$ cat src/rtl/mdarray_arbiter_if.sv
// mdarray_arbiter_if: requester A/B command channels plus the shared 3-D memory port
interface mdarray_arbiter_if #(
  parameter int IW = 2,
  parameter int DW = 8
);
  logic          a_req, a_wr, a_ack, a_rvalid;
  logic [IW-1:0] a_slc, a_row, a_col;
  logic [DW-1:0] a_wdata, a_rdata;
  logic          b_req, b_wr, b_ack, b_rvalid;
  logic [IW-1:0] b_slc, b_row, b_col;
  logic [DW-1:0] b_wdata, b_rdata;
  logic [IW-1:0] mem_slc, mem_row, mem_col;
  logic          mem_wr;
  logic [DW-1:0] mem_wdata, mem_rdata;
  modport master (
    output a_req, a_wr, a_slc, a_row, a_col, a_wdata,
    input  a_ack, a_rvalid, a_rdata,
    output b_req, b_wr, b_slc, b_row, b_col, b_wdata,
    input  b_ack, b_rvalid, b_rdata,
    input  mem_slc, mem_row, mem_col, mem_wr, mem_wdata,
    output mem_rdata
  );
  modport slave (
    input  a_req, a_wr, a_slc, a_row, a_col, a_wdata,
    output a_ack, a_rvalid, a_rdata,
    input  b_req, b_wr, b_slc, b_row, b_col, b_wdata,
    output b_ack, b_rvalid, b_rdata,
    output mem_slc, mem_row, mem_col, mem_wr, mem_wdata,
    input  mem_rdata
  );
endinterface

$ cat src/rtl/mdarray_arbiter.sv
// mdarray_arbiter: round-robin A/B arbiter onto one 3-D memory port; MDARRAY_ARB_CLEAR_EN adds a sweep-clear sequencer
module mdarray_arbiter #(
  parameter int IW = 2,
  parameter int N = 4,
  parameter int DW = 8,
  parameter int RD_LAT = 2
) (
  input  logic clock,
  input  logic reset,
`ifdef MDARRAY_ARB_CLEAR_EN
  input  logic clr_start,
  output logic clr_busy,
  output logic clr_done,
`endif
  mdarray_arbiter_if.slave bus
);
  logic ptr_a, sweep, a_go, b_go;
  logic [RD_LAT:0] tag_v, tag_b;
  if (N > 2 ** IW) begin : g_bad_n
    $error("N does not fit in IW index bits");
  end
`ifdef MDARRAY_ARB_CLEAR_EN
  localparam logic [IW-1:0] LAST = IW'(N - 1);
  typedef enum logic [1:0] {IDLE, SWEEP, DONE} state_t;
  state_t state;
  logic [IW-1:0] cs, cr, cc;
  assign sweep = clr_busy;
`else
  assign sweep = 1'b0;
`endif
  assign a_go = bus.a_req & ~sweep & (ptr_a | ~bus.b_req);
  assign b_go = bus.b_req & ~sweep & ~a_go;
  assign bus.a_ack = a_go;
  assign bus.b_ack = b_go;
  assign bus.a_rdata = bus.mem_rdata;
  assign bus.b_rdata = bus.mem_rdata;
  // Priority pointer, registered memory command and the optional sweep-clear FSM
  always_ff @(posedge clock or posedge reset)
    if (reset) begin
      ptr_a <= 1'b1;
      bus.mem_wr <= 1'b0;
      bus.mem_slc <= '0;
      bus.mem_row <= '0;
      bus.mem_col <= '0;
      bus.mem_wdata <= '0;
`ifdef MDARRAY_ARB_CLEAR_EN
      state <= IDLE;
      clr_busy <= 1'b0;
      clr_done <= 1'b0;
      cs <= '0;
      cr <= '0;
      cc <= '0;
`endif
    end else begin
      bus.mem_wr <= a_go | b_go;
      if (a_go | b_go) begin
        ptr_a <= b_go;
        bus.mem_slc <= a_go ? bus.a_slc : bus.b_slc;
        bus.mem_row <= a_go ? bus.a_row : bus.b_row;
        bus.mem_col <= a_go ? bus.a_col : bus.b_col;
        bus.mem_wr <= a_go ? bus.a_wr : bus.b_wr;
        bus.mem_wdata <= a_go ? bus.a_wdata : bus.b_wdata;
      end
`ifdef MDARRAY_ARB_CLEAR_EN
      clr_done <= 1'b0;
      if (state == IDLE && clr_start) begin
        state <= SWEEP;
        clr_busy <= 1'b1;
        cs <= '0;
        cr <= '0;
        cc <= '0;
      end else if (state == SWEEP) begin
        bus.mem_wr <= 1'b1;
        bus.mem_slc <= cs;
        bus.mem_row <= cr;
        bus.mem_col <= cc;
        bus.mem_wdata <= '0;
        cc <= cc == LAST ? '0 : cc + 1'b1;
        if (cc == LAST) cr <= cr == LAST ? '0 : cr + 1'b1;
        if (cc == LAST && cr == LAST) cs <= cs + 1'b1;
        if (cs == LAST && cr == LAST && cc == LAST) begin
          state <= DONE;
          clr_busy <= 1'b0;
          clr_done <= 1'b1;
        end
      end else if (state == DONE) state <= IDLE;
`endif
    end
  // Read-owner tags ride the pipeline; the owner's rvalid fires one edge after a tag reaches the end
  always_ff @(posedge clock or posedge reset)
    if (reset) begin
      tag_v <= '0;
      tag_b <= '0;
      bus.a_rvalid <= 1'b0;
      bus.b_rvalid <= 1'b0;
    end else begin
      tag_v <= {tag_v[RD_LAT-1:0], (a_go & ~bus.a_wr) | (b_go & ~bus.b_wr)};
      tag_b <= {tag_b[RD_LAT-1:0], b_go};
      bus.a_rvalid <= tag_v[RD_LAT] & ~tag_b[RD_LAT];
      bus.b_rvalid <= tag_v[RD_LAT] & tag_b[RD_LAT];
    end
endmodule

$ cat src/flat_wrapper.sv
// flat-port wrapper written by rule: the top's interface ports become plain ports
module mdarray_arbiter_flat 
#(
  parameter int IW = 2,
  parameter int N = 4,
  parameter int DW = 8,
  parameter int RD_LAT = 2
)
  (clock, reset, bus_a_req, bus_a_wr, bus_a_slc, bus_a_row, bus_a_col, bus_a_wdata, bus_a_ack, bus_a_rvalid, bus_a_rdata, bus_b_req, bus_b_wr, bus_b_slc, bus_b_row, bus_b_col, bus_b_wdata, bus_b_ack, bus_b_rvalid, bus_b_rdata, bus_mem_slc, bus_mem_row, bus_mem_col, bus_mem_wr, bus_mem_wdata, bus_mem_rdata);
  mdarray_arbiter_if #(.IW(IW), .DW(DW)) bus_i ();
  input  logic clock;
  input  logic reset;
  input wire logic [$bits(bus_i.a_req)-1:0] bus_a_req;
  input wire logic [$bits(bus_i.a_wr)-1:0] bus_a_wr;
  input wire logic [$bits(bus_i.a_slc)-1:0] bus_a_slc;
  input wire logic [$bits(bus_i.a_row)-1:0] bus_a_row;
  input wire logic [$bits(bus_i.a_col)-1:0] bus_a_col;
  input wire logic [$bits(bus_i.a_wdata)-1:0] bus_a_wdata;
  output wire logic [$bits(bus_i.a_ack)-1:0] bus_a_ack;
  output wire logic [$bits(bus_i.a_rvalid)-1:0] bus_a_rvalid;
  output wire logic [$bits(bus_i.a_rdata)-1:0] bus_a_rdata;
  input wire logic [$bits(bus_i.b_req)-1:0] bus_b_req;
  input wire logic [$bits(bus_i.b_wr)-1:0] bus_b_wr;
  input wire logic [$bits(bus_i.b_slc)-1:0] bus_b_slc;
  input wire logic [$bits(bus_i.b_row)-1:0] bus_b_row;
  input wire logic [$bits(bus_i.b_col)-1:0] bus_b_col;
  input wire logic [$bits(bus_i.b_wdata)-1:0] bus_b_wdata;
  output wire logic [$bits(bus_i.b_ack)-1:0] bus_b_ack;
  output wire logic [$bits(bus_i.b_rvalid)-1:0] bus_b_rvalid;
  output wire logic [$bits(bus_i.b_rdata)-1:0] bus_b_rdata;
  output wire logic [$bits(bus_i.mem_slc)-1:0] bus_mem_slc;
  output wire logic [$bits(bus_i.mem_row)-1:0] bus_mem_row;
  output wire logic [$bits(bus_i.mem_col)-1:0] bus_mem_col;
  output wire logic [$bits(bus_i.mem_wr)-1:0] bus_mem_wr;
  output wire logic [$bits(bus_i.mem_wdata)-1:0] bus_mem_wdata;
  input wire logic [$bits(bus_i.mem_rdata)-1:0] bus_mem_rdata;
  assign bus_i.a_req = bus_a_req;
  assign bus_i.a_wr = bus_a_wr;
  assign bus_i.a_slc = bus_a_slc;
  assign bus_i.a_row = bus_a_row;
  assign bus_i.a_col = bus_a_col;
  assign bus_i.a_wdata = bus_a_wdata;
  assign bus_a_ack = bus_i.a_ack;
  assign bus_a_rvalid = bus_i.a_rvalid;
  assign bus_a_rdata = bus_i.a_rdata;
  assign bus_i.b_req = bus_b_req;
  assign bus_i.b_wr = bus_b_wr;
  assign bus_i.b_slc = bus_b_slc;
  assign bus_i.b_row = bus_b_row;
  assign bus_i.b_col = bus_b_col;
  assign bus_i.b_wdata = bus_b_wdata;
  assign bus_b_ack = bus_i.b_ack;
  assign bus_b_rvalid = bus_i.b_rvalid;
  assign bus_b_rdata = bus_i.b_rdata;
  assign bus_mem_slc = bus_i.mem_slc;
  assign bus_mem_row = bus_i.mem_row;
  assign bus_mem_col = bus_i.mem_col;
  assign bus_mem_wr = bus_i.mem_wr;
  assign bus_mem_wdata = bus_i.mem_wdata;
  assign bus_i.mem_rdata = bus_mem_rdata;
  mdarray_arbiter #(.IW(IW), .N(N), .DW(DW), .RD_LAT(RD_LAT)) u_core (.clock(clock), .reset(reset), .bus(bus_i));
endmodule
$ cat config.mk
export PLATFORM = sky130hd
export DESIGN_NAME = mdarray_arbiter_flat
export DESIGN_NICKNAME = d
export VERILOG_FILES = /design/src/rtl/mdarray_arbiter_if.sv /design/src/rtl/mdarray_arbiter.sv /design/src/flat_wrapper.sv
export SDC_FILE = /design/constraint.sdc
export NUM_CORES = 1
export LEC_CHECK = 0
export ABC_AREA = 1
export ABC_CLOCK_PERIOD_IN_PS = 3550
export BUFFER_PORTS_ARGS = -buffer_cell sky130_fd_sc_hd__buf_2
export CAP_MARGIN = 20
export CELL_PAD_IN_SITES_DETAIL_PLACEMENT = 1
export CELL_PAD_IN_SITES_GLOBAL_PLACEMENT = 1
export CORE_MARGIN = 3
export CORE_UTILIZATION = 30
export DETAILED_ROUTE_END_ITERATION = 7
export PLACE_DENSITY_LB_ADDON = 0.1
export SYNTH_ARGS = -nofsm -noshare
export SYNTH_HDL_FRONTEND = slang
export SYNTH_SLANG_ARGS = --single-unit
$ cat constraint.sdc
create_clock -name clock -period 3.55 [get_ports clock]
set_clock_uncertainty 0.2 [all_clocks]
set_input_delay 0.5325 -clock clock [delete_from_list [all_inputs] [get_ports clock]]
set_output_delay 0.5325 -clock clock [all_outputs]
set_load 0.01 [all_outputs]
==> results_dict.tcl <==
set metrics [dict create \
    final.period_utilization_pct 62.0 \
    intPower_mw 0.502 \
    number_of_nets_in_the_final_layout 200 \
    route.detailed.wl_per_inst_um 13.4 \
    setup_repair_after_global_routing_missed_its_margin "no" \
    post_route_cells_drive_above_1_share_pct 38.9 \
    net-switching-power_mw 0.171 \
    grt_util_all_layers_pct 13.3 \
    syn-instance-count 122 \
    element_type_at_the_critical_path_end "output port" \
    worst_skew_pair_latency_ns 0.27 \
    timing.final.crit_period_ns 2.20 \
    antenna_diodes 0 \
    grt_pass1_vias 992 \
    cts.sink_count 24 \
    drt_first_pass_iters 4 \
    io-pin-count 77 \
    synth.distinct_cells 15 \
    io_buf_count 52 \
    power.leakage_nw 0.738 \
    drt-vias-per-instance 4.64 \
    floorplan.rows 21 \
    remaining_drc_errors 0 \
    layout.filler_cells 450 \
    status "complete, no violations" \
    area_added_between_synthesis_and_finish_pct 21.6 \
    route.vias.total 942 \
    cts_hold_buffers 0 \
    cts_htree_levels 1 \
    cts.reportedPaths.clkPinSlew_ns 0.09 \
    initial_util_pct 32.0 \
    cts-buffers-inserted 3 \
    cts_tree "done" \
    antenna_left 0 \
    setup_slack_ns 1.35 \
    drt-total-wl_um 2710 \
    worstPathArrival_ns 1.47 \
    final-setup-viol-count 0 \
    drv_cap 0 \
    drt_first_iter_violations 59 \
    timing.max_slew.rel_slack_pct 39.6 \
    share_of_the_yosys_chip_area_belonging_to_registers_pct 54.7 \
    synth.net_count 164 \
    core-area_um2 3440 \
    die-width_um 66.5 \
    dp_slack_ns 1.35 \
    cts.path.max_buffers 2 \
    grt_pass1_wl_um 4590 \
    ir_worst_vdd_mv 0.187 \
    post_cts.resized_instances 0 \
    cts.root.buffer_cell "clkbuf_8" \
    critPathKind "reg2out" \
    p_clk_share_pct 35.6 \
    final_core_util_pct 38.9 \
    syn_area_per_cell_um2 9.01 \
    power_frac_seq_pct 47.4 \
    power_per_cell_area_nw_per_um2 503 \
    die-height_um 66.5 \
    fin_setup_tns_ns 0 \
    die_area_um2 4430 \
    p_sw_share_pct 25.4 \
    global_route.overflow_total 0 \
    comb_power_share_pct 16.9 \
    min-delay-path-class "reg2reg" \
    synth.ff_latch_count 24 \
    setup.worst_path.start_class "flip-flop" \
    grt_max_degree 25 \
    gp_routability_congestion 0.671 \
    initial_antenna_violation_count 0 \
    timing.critical_path.fanout_max 17 \
    dpl.hpwl_um 2020 \
    slew_violations 0 \
    worst_slew_pin_slew_ns 0.905 \
    postCtsSetupRepairBufs 0 \
    worst-endpoint-required_ns 2.82 \
    timing_hold_violations_final 0 \
    synth-warning-count 0 \
    mappedNetlistArea_um2 1100 \
    clock.fmax_mhz 455 \
]
[cell usage in the layout, fill, tap and decap left out]
cell | synthesis | routed
a21oi_4 | 1 | 1
buf_2 | 1 | 52
bufinv_16 | 0 | 1
clkbuf_8 | 0 | 3
dfrtp_1 | 23 | 23
dfstp_2 | 1 | 1
inv_1 | 7 | 7
inv_2 | 1 | 1
nand2_1 | 35 | 35
nand2_2 | 1 | 1
nand3_1 | 28 | 28
nand3b_1 | 1 | 1
nor2_1 | 1 | 1
nor2_2 | 1 | 1
o21ai_0 | 1 | 1
[cell type report]
class	count	area [um2]	share of cell area, %
clock inverter	1	30.0	2.25
multi-input combinational	69	317	23.7
sequential	24	602	45.0
timing repair buffer	52	260	19.5
tap	46	57.6	4.30
clock buffer	3	41.3	3.09
inverter	8	30.0	2.25
[power by group through the flow]
stage / Combinational (mW) / Sequential (mW) / Clock, mW
global route: 0.131 / 0.323 / 0.259
detailed placement: 0.117 / 0.325 / 0
global placement: 0.115 / 0.324 / 0
finish: 0.114 / 0.319 / 0.240
floorplan: 0.0691 / 0.335 / 0
CTS: 0.117 / 0.320 / 0.247
[metal layers]
layer / part of all wire (%) / wire length, um / GRT usage [%]
met5: 0 / 0 / 0
met1: 45 / 1210 / 17.4
met3: 9.6 / 260 / 2.87
met2: 45 / 1230 / 21.9
met4: 0.29 / 8 / 4.06
[cell usage after synthesis]
| library cell | n | share of area, % |
|---|---|---|
| o21ai_0 | 1 | 0.45 |
| buf_4 | 19 | 13 |
| dfrtp_1 | 23 | 52 |
| buf_2 | 1 | 0.45 |
| a21oi_4 | 1 | 1.5 |
| nand2_2 | 1 | 0.57 |
| clkbuf_1 | 1 | 0.34 |
| nor2_1 | 1 | 0.34 |
| dfstp_2 | 1 | 2.4 |
| nand2_1 | 35 | 12 |
| inv_2 | 1 | 0.34 |
| inv_1 | 7 | 2.4 |
| nor2_2 | 1 | 0.57 |
| nand3_1 | 28 | 13 |
| nand3b_1 | 1 | 0.68 |
[critical path, cell delays in order, from the launching register on]
cell     delay (ns)
dfstp_2        0.57
inv_1          0.06
nand2_2        0.26
nand2_1        0.12
inv_1          0.07
buf_2          0.12
[through the flow]
step	power (mW)	hold WS, ns	area, um2	std cells
after detailed placement	0.442	0.140	1270	199
after floorplan	0.404	0.131	1100	122
after CTS	0.684	0.161	1340	203
after global routing	0.712	0.172	1340	203
after global placement	0.438	0.134	1270	199
final	0.673	0.158	1340	203
[final timing paths]
path	startpoint	endpoint	slack, ns	cells after the start
hold reg to reg	u_core.tag_b[1]	u_core.tag_b[2]	0.16	0
setup / recovery	u_core.ptr_a	bus_a_ack	1.35	5
setup reg to reg	u_core.ptr_a	u_core.bus.mem_wr	2.07	5
min in group asynchronous	reset	u_core.bus.mem_wdata[1]	0.25	2
max in group asynchronous	reset	u_core.bus.mem_slc[1]	2.34	2
hold / removal	u_core.tag_b[1]	u_core.tag_b[2]	0.16	0
[registers in the layout (all words and copies together) (netlist names)]
register,flops
u_core.bus.a_rvalid,1
u_core.bus.mem_row,2
u_core.tag_v,3
u_core.tag_b,3
u_core.ptr_a,1
u_core.bus.mem_col,2
u_core.bus.b_rvalid,1
u_core.bus.mem_slc,2
u_core.bus.mem_wdata,8
u_core.bus.mem_wr,1
[cells by family (layout without fill, tap and decap cells)]
group	after synthesis	in the layout	synth area share, %
flops	24	24	54.7
buf+inv	29	64	16.5
compound gates	2	2	1.93
simple gates	67	67	26.8
Power figures use the tool's default switching activity.
